--- src/rtl/multicycle_control.sv ---
// Multicycle CPU control unit: IFETCH/DECODE/EXEC/MEM/WB sequencer with an
// internal instruction register and an optional halt-on-illegal-opcode trap.
module multicycle_control #(
  parameter int unsigned ILLEGAL_TRAP = 0
) (
  input  logic        Clk,
  input  logic        Reset,
  input  logic [31:0] Instr,
  input  logic        Zero,
  output logic        Instr_LdEn,
  output logic        PC_LdEn,
  output logic        PC_sel,
  output logic        ALU_Bin_SEL,
  output logic [3:0]  ALU_func,
  output logic        RF_WrEn,
  output logic        RF_WrData_sel,
  output logic        MEM_WrEn,
  output logic        Illegal,
  output logic [2:0]  State
);

  typedef enum logic [2:0] {
    S_IFETCH = 3'd0,
    S_DECODE = 3'd1,
    S_EXEC   = 3'd2,
    S_MEM    = 3'd3,
    S_WB     = 3'd4,
    S_HALT   = 3'd7
  } state_t;

  localparam logic [5:0] OP_RTYPE = 6'b100000;
  localparam logic [5:0] OP_ADDI  = 6'b110000;
  localparam logic [5:0] OP_ANDI  = 6'b110010;
  localparam logic [5:0] OP_ORI   = 6'b110011;
  localparam logic [5:0] OP_LW    = 6'b001111;
  localparam logic [5:0] OP_SW    = 6'b011111;
  localparam logic [5:0] OP_BEQ   = 6'b010000;
  localparam logic [5:0] OP_BNE   = 6'b010001;
  localparam logic [5:0] OP_B     = 6'b111111;
  localparam logic [5:0] OP_NOP   = 6'b000000;

  state_t      r_state;
  state_t      w_state_next;
  logic [31:0] r_instr;

  logic       w_is_rtype, w_is_imm, w_is_lw, w_is_sw;
  logic       w_is_beq, w_is_bne, w_is_b, w_is_nop, w_is_illegal;
  logic       w_is_branch, w_branch_taken;
  logic [3:0] w_dec_func;
  logic       w_dec_bsel;
  logic       w_unused;

  logic       w_instr_ld, w_pc_ld, w_pc_sel, w_bsel, w_rf_wr, w_rf_sel, w_mem_wr, w_illegal;
  logic [3:0] w_alu_func;

  // Only the opcode and R-type function field steer control.
  assign w_unused = ^r_instr[25:4];

  always_ff @(posedge Clk) begin
    if (Reset) begin
      r_state <= S_IFETCH;
      r_instr <= '0;
    end else begin
      r_state <= w_state_next;
      if (r_state == S_IFETCH) begin
        r_instr <= Instr;
      end
    end
  end

  always_comb begin
    w_is_rtype   = 1'b0;
    w_is_imm     = 1'b0;
    w_is_lw      = 1'b0;
    w_is_sw      = 1'b0;
    w_is_beq     = 1'b0;
    w_is_bne     = 1'b0;
    w_is_b       = 1'b0;
    w_is_nop     = 1'b0;
    w_is_illegal = 1'b0;
    w_dec_func   = 4'b0000;
    w_dec_bsel   = 1'b0;
    case (r_instr[31:26])
      OP_RTYPE: begin w_is_rtype = 1'b1; w_dec_func = r_instr[3:0]; end
      OP_ADDI:  begin w_is_imm = 1'b1; w_dec_bsel = 1'b1; w_dec_func = 4'b0000; end
      OP_ANDI:  begin w_is_imm = 1'b1; w_dec_bsel = 1'b1; w_dec_func = 4'b0010; end
      OP_ORI:   begin w_is_imm = 1'b1; w_dec_bsel = 1'b1; w_dec_func = 4'b0011; end
      OP_LW:    begin w_is_lw = 1'b1; w_dec_bsel = 1'b1; end
      OP_SW:    begin w_is_sw = 1'b1; w_dec_bsel = 1'b1; end
      OP_BEQ:   begin w_is_beq = 1'b1; w_dec_func = 4'b0001; end
      OP_BNE:   begin w_is_bne = 1'b1; w_dec_func = 4'b0001; end
      OP_B:     w_is_b = 1'b1;
      OP_NOP:   w_is_nop = 1'b1;
      default:  w_is_illegal = 1'b1;
    endcase
  end

  assign w_is_branch    = w_is_beq | w_is_bne | w_is_b;
  assign w_branch_taken = w_is_b | (w_is_beq & Zero) | (w_is_bne & ~Zero);

  always_comb begin
    w_state_next = r_state;
    w_instr_ld   = 1'b0;
    w_pc_ld      = 1'b0;
    w_pc_sel     = 1'b0;
    w_bsel       = 1'b0;
    w_alu_func   = 4'b0000;
    w_rf_wr      = 1'b0;
    w_rf_sel     = 1'b0;
    w_mem_wr     = 1'b0;
    w_illegal    = 1'b0;
    case (r_state)
      S_IFETCH: begin
        w_instr_ld   = 1'b1;
        w_state_next = S_DECODE;
      end
      S_DECODE: begin
        if (w_is_nop) begin
          w_pc_ld      = 1'b1;
          w_state_next = S_IFETCH;
        end else if (w_is_illegal) begin
          w_illegal = 1'b1;
          if (ILLEGAL_TRAP != 0) begin
            w_state_next = S_HALT;
          end else begin
            w_pc_ld      = 1'b1;
            w_state_next = S_IFETCH;
          end
        end else begin
          w_state_next = S_EXEC;
        end
      end
      // ALU controls are held from EXEC through WB so the datapath sees them stable.
      S_EXEC: begin
        w_bsel     = w_dec_bsel;
        w_alu_func = w_dec_func;
        if (w_is_branch) begin
          w_pc_ld      = 1'b1;
          w_pc_sel     = w_branch_taken;
          w_state_next = S_IFETCH;
        end else if (w_is_lw || w_is_sw) begin
          w_state_next = S_MEM;
        end else begin
          w_state_next = S_WB;
        end
      end
      S_MEM: begin
        w_bsel     = w_dec_bsel;
        w_alu_func = w_dec_func;
        if (w_is_sw) begin
          w_mem_wr     = 1'b1;
          w_pc_ld      = 1'b1;
          w_state_next = S_IFETCH;
        end else begin
          w_state_next = S_WB;
        end
      end
      S_WB: begin
        w_bsel       = w_dec_bsel;
        w_alu_func   = w_dec_func;
        w_rf_wr      = 1'b1;
        w_rf_sel     = w_is_lw;
        w_pc_ld      = 1'b1;
        w_state_next = S_IFETCH;
      end
      S_HALT:  w_state_next = S_HALT;
      default: w_state_next = S_IFETCH;
    endcase
  end

  // Reset masks every output combinationally, even before the state register clears.
  assign Instr_LdEn    = w_instr_ld & ~Reset;
  assign PC_LdEn       = w_pc_ld & ~Reset;
  assign PC_sel        = w_pc_sel & ~Reset;
  assign ALU_Bin_SEL   = w_bsel & ~Reset;
  assign ALU_func      = Reset ? 4'b0000 : w_alu_func;
  assign RF_WrEn       = w_rf_wr & ~Reset;
  assign RF_WrData_sel = w_rf_sel & ~Reset;
  assign MEM_WrEn      = w_mem_wr & ~Reset;
  assign Illegal       = w_illegal & ~Reset;
  assign State         = Reset ? 3'd0 : r_state;

endmodule

--- config.mk ---
export PLATFORM = sky130hd
export DESIGN_NAME = multicycle_control
export DESIGN_NICKNAME = d
export VERILOG_FILES = /design/src/rtl/multicycle_control.sv
export SDC_FILE = /design/constraint.sdc
export NUM_CORES = 1
export LEC_CHECK = 0
export BUFFER_PORTS_ARGS = -buffer_cell sky130_fd_sc_hd__buf_4
export CAP_MARGIN = 20
export CORE_ASPECT_RATIO = 1.25
export CORE_UTILIZATION = 30
export CTS_CLUSTER_DIAMETER = 150
export DETAILED_ROUTE_END_ITERATION = 16
export GPL_TIMING_DRIVEN = 0
export PLACE_DENSITY = 0.59
export SLEW_MARGIN = 0
export SYNTH_ARGS = -nofsm -noshare
export SYNTH_HDL_FRONTEND = slang
export SYNTH_SLANG_ARGS = --single-unit
export TNS_END_PERCENT = 1
--- constraint.sdc ---
create_clock -name Clk -period 1.8 [get_ports Clk]
set_input_delay 0.36 -clock Clk [delete_from_list [all_inputs] [get_ports Clk]]
set_output_delay 0.36 -clock Clk [all_outputs]
set_load 0.01 [all_outputs]
Yosys cells after proc, flatten, opt, wreduce, memory -nomap -nowiden
Cells that the tools add are included.
{ "word_totals": {"reg_bits": 35, "input_bits": 35, "output_inout_bits": 15, "word_cells": 70} }
{ "op_classes": {"eq_ne": 14, "muxes": 31, "bitwise": 16, "n_reduce_logical": 7} }
{ "op_table": {"columns": ["op", "count"], "rows": [
  ["$eq A6 B6 Y1 const B", 5],
  ["$mux W1", 20],
  ["$eq A6 B5 Y1 const B", 3],
  ["$pmux W4 S4", 1],
  ["$pmux W3 S5", 1],
  ["$mux W3", 4],
  ["$and A1 B1 Y1", 10],
  ["$reduce_or A10 Y1", 1],
  ["$mux W4", 2],
  ["$eq A3 B2 Y1 const B", 2],
  ["$eq A3 B3 Y1 const B", 2],
  ["$eq A6 B4 Y1 const B", 1],
  ["$logic_not A6 Y1", 1],
  ["$reduce_or A5 Y1", 1],
  ["$mux W2", 2],
  ["$or A1 B1 Y1", 4],
  ["$pmux W1 S4", 1],
  ["$eq A3 B1 Y1 const B", 1],
  ["$logic_not A3 Y1", 1],
  ["$reduce_or A3 Y1", 1],
  ["$not A1 Y1", 2],
  ["$reduce_or A2 Y1", 1],
  ["$logic_or A1 B1 Y1", 1]
]} }

Depth between registers and ports, before layout
Gate-level depths: netlist of the first run.
{ "depth": {"word_depth": 8, "depth_mapped": 5, "ltp_nobuf": 4} }

Least setup slack after synthesis of the first run
OpenSTA, ideal clock, no wires.
{ "synth_path": {"kind": "flip-flop to output port", "startpoint": "register r_state[2]", "endpoint": "output RF_WrData_sel", "arrival_time_ps": 1595, "required_ps": 1440, "path_slack_ps": -155, "stages_incl_launch_ff": 4, "n_path_buf": 1, "cell_sequence": "dfxtp_1 -> clkbuf_1 -> nor4b_1 -> nor4b_1"} }
{ "synth_via": {"elab_chain_cells": 3} }
{ "synth_lines": {"columns": ["item", "line_no", "text"], "rows": [
  ["from (decl)", "42", "state_t r_state;"],
  ["from (signal assigned)", "64", "r_state <= w_state_next;"],
  ["$eq A3 B3 Y1", "112", "case (r_state)"],
  ["$mux W1", "112", null],
  ["$and A1 B1 Y1", "178", "assign RF_WrData_sel = w_rf_sel & ~Reset;"],
  ["to (decl)", "16", "output logic RF_WrData_sel,"]
]} }
Every way passes these cells.

Worst setup path after layout of the first run
{ "layout_path": {"startpoint": "register r_instr[27]", "endpoint": "output Illegal"} }
{ "layout_via": {"elab_chain_cells": 6, "elab_cells_between_ends": 16, "cone_classes": "eq/ne (9); mux (4); bitwise (1); reduce/logical (2)"} }
{ "layout_lines": {"columns": ["item", "line_no", "text"], "rows": [
  ["from (decl)", "44", "logic [31:0] r_instr;"],
  ["from (signal assigned)", "66", "r_instr <= Instr;"],
  ["$eq A6 B5 Y1, or another cell as far along", "83", "case (r_instr[31:26])"],
  ["$reduce_or A10 Y1 (no line)", null, null],
  ["$mux W1", null, null],
  ["$mux W1 (*)", "118", "if (w_is_nop) begin"],
  ["$mux W1 (*)", "112", null],
  ["$and A1 B1 Y1 (*)", "180", "assign Illegal = w_illegal & ~Reset;"],
  ["to (decl)", "18", "output logic Illegal,"]
]} }
Mark *: on every way between the ends. The rest lies on a longest branch, timed or not.

==> results of run 1 <==
-- sequential cells by signal (all words and copies together), names as in the netlist --
name / flops
r_state: 3
r_instr: 10
-- routing by layer --
layer	vias to the layer above	track usage	part of all wire
li1	515	-	-
met5	-	0	0
met1	475	0.211	0.43
met4	0	0.0777	0.013
met3	4	0.0190	0.038
met2	26	0.292	0.52
-- power groups by stage --
stage	Clock [W]	Sequential (W)	Combinational (W)
5_1_grt	0.000211	0.000366	0.000388
3_5_place_dp	0	0.000354	0.000276
6_report	0.000184	0.000361	0.000352
4_1_cts	0.000190	0.000354	0.000309
2_1_floorplan	0	0.000345	0.000199
3_3_place_gp	0	0.000352	0.000271
-- cell usage in the layout (no fill, tap or decap), types with 2 or more instances in the layout --
cell	count
clkbuf_4	3
nor2_1	5
dfxtp_2	4
buf_8	2
buf_4	30
nor2b_1	2
dfxtp_4	3
o21ai_0	4
and3_1	2
nor3_2	2
dfxtp_1	6
nand2_1	23
nand2b_1	3
and2_1	2
nor4_2	2
o21ai_1	2
buf_6	5
inv_1	3
nor4b_4	2
nand2b_4	2
nand3_1	3
a21oi_1	18
clkbuf_1	2
-- metrics by stage --
stage	hold slack, ns	instance area (um2)	instances	total power [W]
2_1_floorplan	0.432	935	127	0.000544
5_1_grt	0.286	1380	195	0.000965
6_report	0.298	1380	195	0.000897
3_3_place_gp	0.439	1170	189	0.000624
3_5_place_dp	0.446	1170	189	0.000630
4_1_cts	0.271	1300	195	0.000854
-- timing repair --
action	in CTS	in global routing
pin swaps	5	4
endpoints found under the setup margin	12	11
setup buffers	2	0
resized for setup	27	20
hold endpoints to repair	0	0
-- how the worst min path moves through the flow --
stage          cells past startpoint  startpoint  slack, ns           to
2_1_floorplan                      2  r_instr[1]       0.43   r_instr[1]
3_3_place_gp                       2  r_instr[2]       0.44   r_instr[2]
3_5_place_dp                       2  r_instr[3]       0.45   r_instr[3]
4_1_cts                            2       Reset       0.27  r_instr[27]
5_1_grt                            2       Reset       0.29  r_instr[26]
6_report                           2       Reset       0.30  r_instr[28]
-- logic make-up (layout without fill, tap and decap cells) --
group | count (synthesis) | in the layout | share of synthesized area
flip-flops | 13 | 13 | 0.280
XOR/XNOR | 1 | 1 | 0.00944
AND/OR/NAND/NOR | 64 | 64 | 0.406
buffers and inverters | 15 | 47 | 0.0930
AO/OA/AOI/OAI | 34 | 34 | 0.212
-- layout make-up --
cell class                      instances  area [um2]
Multi-Input combinational cell         99         689
Timing Repair Buffer                   28         214
Fill cell                             281        1560
Clock buffer                            4        26.3
Sequential cell                        13         277
Inverter                                3        11.3
Tap cell                               36        45.0
Buffer                                 12         120
==> out/metrics.cfg, run 1 <==
[power]
p_sw_frac = 0.357
p_int_w = 0.000577
pwr-share-seq = 0.402
comb_power_share = 0.393
pwr-share-clk = 0.205
ir_drop_v = 0.000437
leakage_nw = 0.553
power_density_nw_per_um2 = 649
p_sw_w = 0.000320

[final_layout]
antenna_cells = 0
drive_above_1_share = 0.428
nets = 195
area_delta_synth_final_pct = 48.9
fin_util = 0.469

[logic_synthesis]
synthFlopType = dfxtp_1
synthTopCellsByArea = dfxtp_1, a21oi_1, nand2_1
yosysWarnings = 0
synth_top_area_frac = 0.280
syn_avg_cell_area_um2 = 7.31
syn_nets = 162
synth_top_cell_by_area = dfxtp_1
synth_area_um2 = 928
synth.distinct_cells = 41
synthCells = 127
async_reset_ff_frac = 0
seq_area_frac_synth = 0.280
synth.most_common_cell = nand2_1
synth_edf_count = 0
synth-seq-cells = 13
ys_top_cells_by_count = nand2_1, a21oi_1, dfxtp_1, nor2_1, o21ai_0

[global_route]
grt_max_degree = 11
grt_first_pass_wirelength_mm = 4.40
grt_pass1_vias = 966
antenna_found_initial = 0
grt_overflow = 0
grt_usage = 0.172

[sta]
rsz0062_at_grt = true
max_slew_margin = 0.585
min_period_ns = 2.20
fmaxAchievable_mhz = 454
slew_viol_final = 0
fin_crit_sh = 1.22
fin_setup_tns_ns = -2.23
setup_viol = 10
worstMarginPinSlew_ns = 0.619
setup_slack_ns = -0.401
final-hold-violation-count = 0
finClkSkew_ns = 0.00392

[worst_setup_path]
required_ns = 1.44
crit_family = simple AND/OR/NAND/NOR gates
cp_num_cells = 7
critical_path.most_common_cell = buf_6
rrSetupSlack_ns = 0.30
reg2reg_depth = 6
crit_path_max_incr_delay_ns = 0.52
worstPathCellList = buf_6, or3_1, buf_6, nor4_2, or4_4, a211oi_2, buf_4
crit_buf_inv = 3
r2r-end = r_state[1]
cp-startpoint = r_instr[27]
critPathKind = flip-flop to primary output
crit_path_end = Illegal
cp_max_fo = 6
cp.arrival_ns = 1.84
r2r_start = r_instr[27]
cp_slowest_cell = or4_4
endpoint_kind = primary output
startpoint_type = flip-flop

[clock_tree]
cts_sinks = 13
cts-buffers-inserted = 3
htree_levels = 1
clock_latency_ns = 0.28
cts_tree = yes
path_clk_slew_ns = 0.08
clock_path_buffers = 2
cts_hold_buffers = 0
cts-root-buf = clkbuf_4

[floorplan]
start_util = 0.315
dieHeight_um = 64.2
die_w_um = 51.8
io-pin-count = 50
die-area_um2 = 3320
row_count = 22
coreArea_um2 = 2950

[routing]
drt-total-wl_mm = 2.65
drt-vias-per-instance = 5.23
wire_per_inst_um = 13.6
postRouteAntennaNets = 0
vias = 1020
drt-initial-drc-count = 25
drc_errors = 0
dr.pass1.iters = 4

[place]
portBuffers = 26
dp_slack_ns = -0.235
dp_hpwl_mm = 1.80
gp_congestion = 0.877

[job]
max_cap_viol_count = 0

[outcome]
outcome = finished, violations left
violations = setup timing

[min_path]
holdCritPathClass = input pin to flip-flop

Power figures use the tool's default switching activity.
==> run 2, diff against run 1 <==
--- a/config.mk
+++ b/config.mk
@@ -15,2 +15,3 @@
 export PLACE_DENSITY = 0.59
+export SETUP_SLACK_MARGIN = 0.02
 export SLEW_MARGIN = 0
==> constraint.sdc (replaced) <==
create_clock -name Clk -period 1.8 [get_ports Clk]
set_input_delay 0.18 -clock Clk [delete_from_list [all_inputs] [get_ports Clk]]
set_output_delay 0.18 -clock Clk [all_outputs]
set_load 0.01 [all_outputs]
==> out/metrics.cfg, run 2 (synthesized netlist as in run 1, its figures left out) <==
[place]
dp_hpwl_mm = 1.87  ; +4.1%
dp_cells = 189  ; unchanged
placed_area_um2 = 1170  ; -0.53%
gp_congestion = 0.857  ; -2.3%
portBuffers = 26  ; unchanged

[global_route]
grt_max_degree = 11  ; unchanged
grt_usage = 0.169  ; -0.00319
grt_overflow = 0  ; unchanged
antenna_found_initial = 0  ; unchanged
grt_pass1_vias = 976  ; +1.0%
grt_first_pass_wirelength_mm = 4.31  ; -2.0%

[worst_setup_path]
cp_slowest_cell = or4b_1
cp_max_fo = 6  ; unchanged
crit_path_max_incr_delay_ns = 0.45  ; -0.07 ns
crit_family = simple AND/OR/NAND/NOR gates
critical_path.most_common_cell = buf_4
worstPathCellList = buf_4, nand4_2, o21ai_1, or4b_1, a31oi_1, buf_4
required_ns = 1.62  ; +0.18 ns
cp.arrival_ns = 1.83  ; about the same
crit_buf_inv = 2  ; -1
endpoint_kind = primary output
startpoint_type = flip-flop
critPathKind = flip-flop to primary output

[routing]
drt-initial-drc-count = 17  ; -32%
postRouteAntennaNets = 0  ; unchanged
drc_errors = 0  ; unchanged
dr.pass1.iters = 4  ; unchanged
drt-total-wl_mm = 2.59  ; -2.2%
m1WireLength_mm = 1.10  ; -3.3%
wire_per_inst_um = 13.3  ; -2.2%
wl_met2_mm = 1.35  ; -2.0%
vias = 1006  ; -1.4%
top_layer_used = met4
drt-vias-per-instance = 5.16  ; -1.4%
wl_met3_um = 120  ; +20%

[power]
power_density_nw_per_um2 = 657  ; +1.3%
leakage_nw = 0.535  ; -3.4%
ir_drop_v = 0.000448  ; +2.5%

[final_layout]
fill_cells = 304  ; +8.2%
finalInstanceArea_um2 = 1280  ; -7.4%
final_common_cell = buf_4
antenna_cells = 0  ; unchanged
final_cell_mix = buf_4, nand2_1, a21oi_1, dfxtp_1, nor2_1
top_register = r_instr
seqCellArea_um2 = 272  ; -1.8%
fin_util = 0.435  ; -0.0348
stdcell_count = 195  ; unchanged
multi_input_area_um2 = 619  ; -10%
area_delta_synth_final_pct = 37.9
largest_reg_flops = 10  ; unchanged
drive_above_1_share = 0.377  ; -0.0503
nets = 195  ; unchanged
reg.largest.list = r_instr: 10 flops, r_state: 3 flops

[job]
max_cap_viol_count = 0  ; unchanged

[clock_tree]
path_clk_slew_ns = 0.09  ; about the same
clock_latency_ns = 0.27  ; about the same
cts-root-buf = clkbuf_4
clock_path_buffers = 2  ; unchanged
cts-buffers-inserted = 3  ; unchanged
cts_sinks = 13  ; unchanged
htree_levels = 1  ; unchanged
cts_hold_buffers = 0  ; unchanged
cts_tree = yes

[floorplan]
row_count = 22  ; unchanged
start_util = 0.315  ; unchanged
die-area_um2 = 3320  ; unchanged
io-pin-count = 50  ; unchanged
dieHeight_um = 64.2  ; unchanged
coreArea_um2 = 2950  ; unchanged
die_w_um = 51.8  ; unchanged

[min_path]
holdCritPathClass = input pin to flip-flop

[sta]
final-hold-violation-count = 0  ; unchanged
setup_slack_ns = -0.206  ; +0.195 ns
setup_viol = 7  ; -3
finClkSkew_ns = 0.0115  ; +0.00755 ns
min_period_ns = 2.01  ; -0.195 ns
fin_setup_tns_ns = -1.04  ; +1.19 ns
slew_viol_final = 0  ; unchanged
rsz0062_at_grt = true
worstMarginPinSlew_ns = 0.583  ; -0.0361 ns
holdWs_ns = 0.104  ; -0.194 ns
max_slew_margin = 0.609  ; +0.0242
fmaxAchievable_mhz = 499  ; +9.7%
fin_crit_sh = 1.11  ; -0.108

[outcome]
violations = setup timing
outcome = finished, violations left

==> run 2: cell types whose count changed in the layout (fill, tap and decap cells not counted), moves of 2 or more <==
cell,before,now
buf_4,30,32
buf_8,2,0
dfxtp_1,6,8
nor4_1,1,3
nor4b_4,2,0
==> run 2: layout make-up <==
cell class	count	share of cell area
clock buffers	4	0.0205
well taps	36	0.0352
repair buffers	28	0.164
plain buffers	12	0.0753
inverters	3	0.00880
flip-flops and latches	13	0.212
multi-input cells	99	0.484
==> run 2: report_power, final <==
part | switching [W] | total (W) | internal [W]
combinational | 0.000167 | 0.000311 | 0.000144
sequential | 0.0000323 | 0.000351 | 0.000319
clock | 0.0000933 | 0.000179 | 0.0000857
total | 0.000293 | 0.000841 | 0.000549
==> run 2: metrics by stage <==
stage	worst slack, ns	power (W)
floorplan	0.0251	0.000543
global placement	-0.0235	0.000622
detailed placement	-0.0753	0.000630
CTS	-0.208	0.000840
global route	-0.287	0.000900
finish	-0.206	0.000841
==> run 2: worst reg2reg max path: stages, from the launching register on <==
cell,delay [ns]
dfxtp_4,0.39
or3_1,0.36
buf_4,0.17
nor4_1,0.16
or4_1,0.18
o22ai_1,0.09
==> run 2: per-layer routing <==
| layer | global-route usage | up-vias |
|---|---|---|
| met5 | 0 | - |
| met4 | 0.105 | 0 |
| met3 | 0.0214 | 2 |
| met2 | 0.279 | 27 |
| met1 | 0.201 | 457 |
| li1 | - | 520 |
==> run 2: repair_timing <==
| item | in CTS | in global routing |
|---|---|---|
| pin swaps | 4 | 1 |
| setup buffers | 1 | 1 |
| setup endpoints to repair | 10 | 10 |
| gates cloned | 0 | 0 |
| gates resized for setup | 20 | 9 |
==> run 2: worst paths after layout <==
kind | start | end | slack (ns) | depth (start not counted)
max reg2reg | r_instr[28] | r_state[1] | 0.35 | 5
max | r_instr[27] | PC_LdEn | -0.21 | 6
min reg2reg | r_instr[1] | r_instr[1] | 0.46 | 2
min | Reset | r_instr[28] | 0.10 | 2
==> run 3, diff against run 2 <==
- CELL_PAD_IN_SITES_DETAIL_PLACEMENT: not set -> 1
- CELL_PAD_IN_SITES_GLOBAL_PLACEMENT: not set -> 1
- CORE_UTILIZATION: 30 -> 27
- PLACE_DENSITY: 0.59 -> 0.74
==> out/metrics.cfg, run 3 (synthesized netlist as in run 1, its figures left out) <==
[routing]
wl_met2_mm = 1.75  ; +29%
drt-initial-drc-count = 14  ; -3
vias = 1113  ; +11%
drt-total-wl_mm = 3.25  ; +25%
drc_errors = 0  ; unchanged
postRouteAntennaNets = 0  ; unchanged
m1WireLength_mm = 1.35  ; +23%
wire_per_inst_um = 15.9  ; +19%
wl_met3_um = 106  ; -12%
top_layer_used = met4
dr.pass1.iters = 4  ; unchanged
drt-vias-per-instance = 5.43  ; +5.2%

[sta]
finClkSkew_ns = 0.00154  ; -0.00993 ns
setup_slack_ns = -0.186  ; +0.0203 ns
max_slew_margin = 0.575  ; -0.0344
worstMarginPinSlew_ns = 0.634  ; +0.0513 ns
rsz0062_at_grt = true
min_period_ns = 1.99  ; -0.0203 ns
final-hold-violation-count = 0  ; unchanged
fmaxAchievable_mhz = 504  ; +1.0%
slew_viol_final = 0  ; unchanged
setup_viol = 5  ; -2
holdWs_ns = 0.141  ; +0.0371 ns
fin_crit_sh = 1.10  ; -0.0113

[final_layout]
reg.largest.list = r_instr: 10 flops, r_state: 3 flops
finalInstanceArea_um2 = 1420  ; +11%
antenna_cells = 0  ; unchanged
final_cell_mix = buf_4, nand2_1, a21oi_1, nor2_1, dfxtp_1
fill_cells = 419  ; +38%
top_register = r_instr
nets = 204  ; +4.6%
fin_util = 0.437  ; +0.00251
area_delta_synth_final_pct = 53.1
largest_reg_flops = 10  ; unchanged
drive_above_1_share = 0.452  ; +0.0750
final_common_cell = buf_4
seqCellArea_um2 = 274  ; +0.92%
multi_input_area_um2 = 664  ; +7.3%

[global_route]
grt_max_degree = 11  ; unchanged
grt_first_pass_wirelength_mm = 4.72  ; +9.6%
antenna_found_initial = 0  ; unchanged
grt_usage = 0.172  ; +0.00332
grt_pass1_vias = 1086  ; +11%
grt_overflow = 0  ; unchanged

[worst_setup_path]
endpoint_kind = primary output
cp.arrival_ns = 1.81  ; -0.02 ns
required_ns = 1.62  ; about the same
crit_buf_inv = 2  ; unchanged
cp_max_fo = 6  ; unchanged
critPathKind = flip-flop to primary output
crit_family = simple AND/OR/NAND/NOR gates
startpoint_type = flip-flop
cp_slowest_cell = or4_4
crit_path_max_incr_delay_ns = 0.52  ; +0.07 ns
worstPathCellList = or3_4, buf_6, nor4_2, or4_4, a211oi_2, buf_4

[power]
power_density_nw_per_um2 = 710  ; +8.0%
finalPower_w = 0.00101  ; +20%
ir_drop_v = 0.000359  ; -20%
leakage_nw = 0.598  ; +12%

[floorplan]
coreArea_um2 = 3250  ; +10%
io-pin-count = 50  ; unchanged
start_util = 0.285  ; -0.0297
die-area_um2 = 3680  ; +11%
dieHeight_um = 67.6  ; +5.2%
row_count = 23  ; +4.5%
die_w_um = 54.4  ; +5.2%

[clock_tree]
htree_levels = 1  ; unchanged
path_clk_slew_ns = 0.06  ; -0.03 ns
cts-buffers-inserted = 3  ; unchanged
clock_latency_ns = 0.25  ; -0.02 ns
cts_tree = yes
cts_sinks = 13  ; unchanged
cts-root-buf = clkbuf_8
clock_path_buffers = 2  ; unchanged

[place]
dp_hpwl_mm = 2.16  ; +16%
portBuffers = 26  ; unchanged
gp_congestion = 0.816  ; -4.8%
placed_area_um2 = 1170  ; +0.11%

[outcome]
violations = setup timing
outcome = finished, violations left

[min_path]
holdCritPathClass = input pin to flip-flop

[job]
max_cap_viol_count = 0  ; unchanged

==> run 3: what timing repair did <==
action	4_1_cts	5_1_grt
setup endpoints to repair	10	10
pin swaps	9	11
hold buffers	0	0
buffers inserted	3	8
resized for setup	22	20
==> run 3: path summary, 6_finish.rpt <==
| path | start | end | slack (ns) | cells after the start |
|---|---|---|---|---|
| worst max-delay path | r_instr[28] | Illegal | -0.19 | 6 |
| worst min-delay path | Reset | r_instr[27] | 0.14 | 2 |
| worst max register to register | r_instr[28] | r_state[1] | 0.25 | 6 |
| worst min register to register | r_instr[1] | r_instr[1] | 0.46 | 2 |
==> run 3: report_power, final <==
| part | switching, W | internal, W | total [W] |
|---|---|---|---|
| Sequential | 0.0000377 | 0.000320 | 0.000358 |
| Clock | 0.000116 | 0.000157 | 0.000273 |
| Combinational | 0.000197 | 0.000181 | 0.000378 |
==> run 3: area by class of cell <==
| cell class | instances | area share |
|---|---|---|
| multi-input combinational | 99 | 0.467 |
| timing repair buffer | 37 | 0.195 |
| sequential | 13 | 0.193 |
| buffer | 12 | 0.0722 |
| tap | 37 | 0.0326 |
| clock buffer | 4 | 0.0317 |
| inverter | 3 | 0.00792 |
==> run 3: metal layers <==
metal / GRT usage / vias up
met1: 0.198 / 548
met5: 0 / -
met2: 0.325 / 24
li1: - / 536
met3: 0.0225 / 5
met4: 0.0353 / 0
==> run 3: metrics by stage <==
| step | setup TNS [ns] | instances | worst slack, ns |
|---|---|---|---|
| 2_1_floorplan | 0 | 127 | 0.0251 |
| 3_3_place_gp | -0.0384 | 190 | -0.0301 |
| 3_5_place_dp | -0.0673 | 190 | -0.0447 |
| 4_1_cts | -0.719 | 197 | -0.173 |
| 5_1_grt | -0.899 | 205 | -0.220 |
| 6_report | -0.551 | 205 | -0.186 |
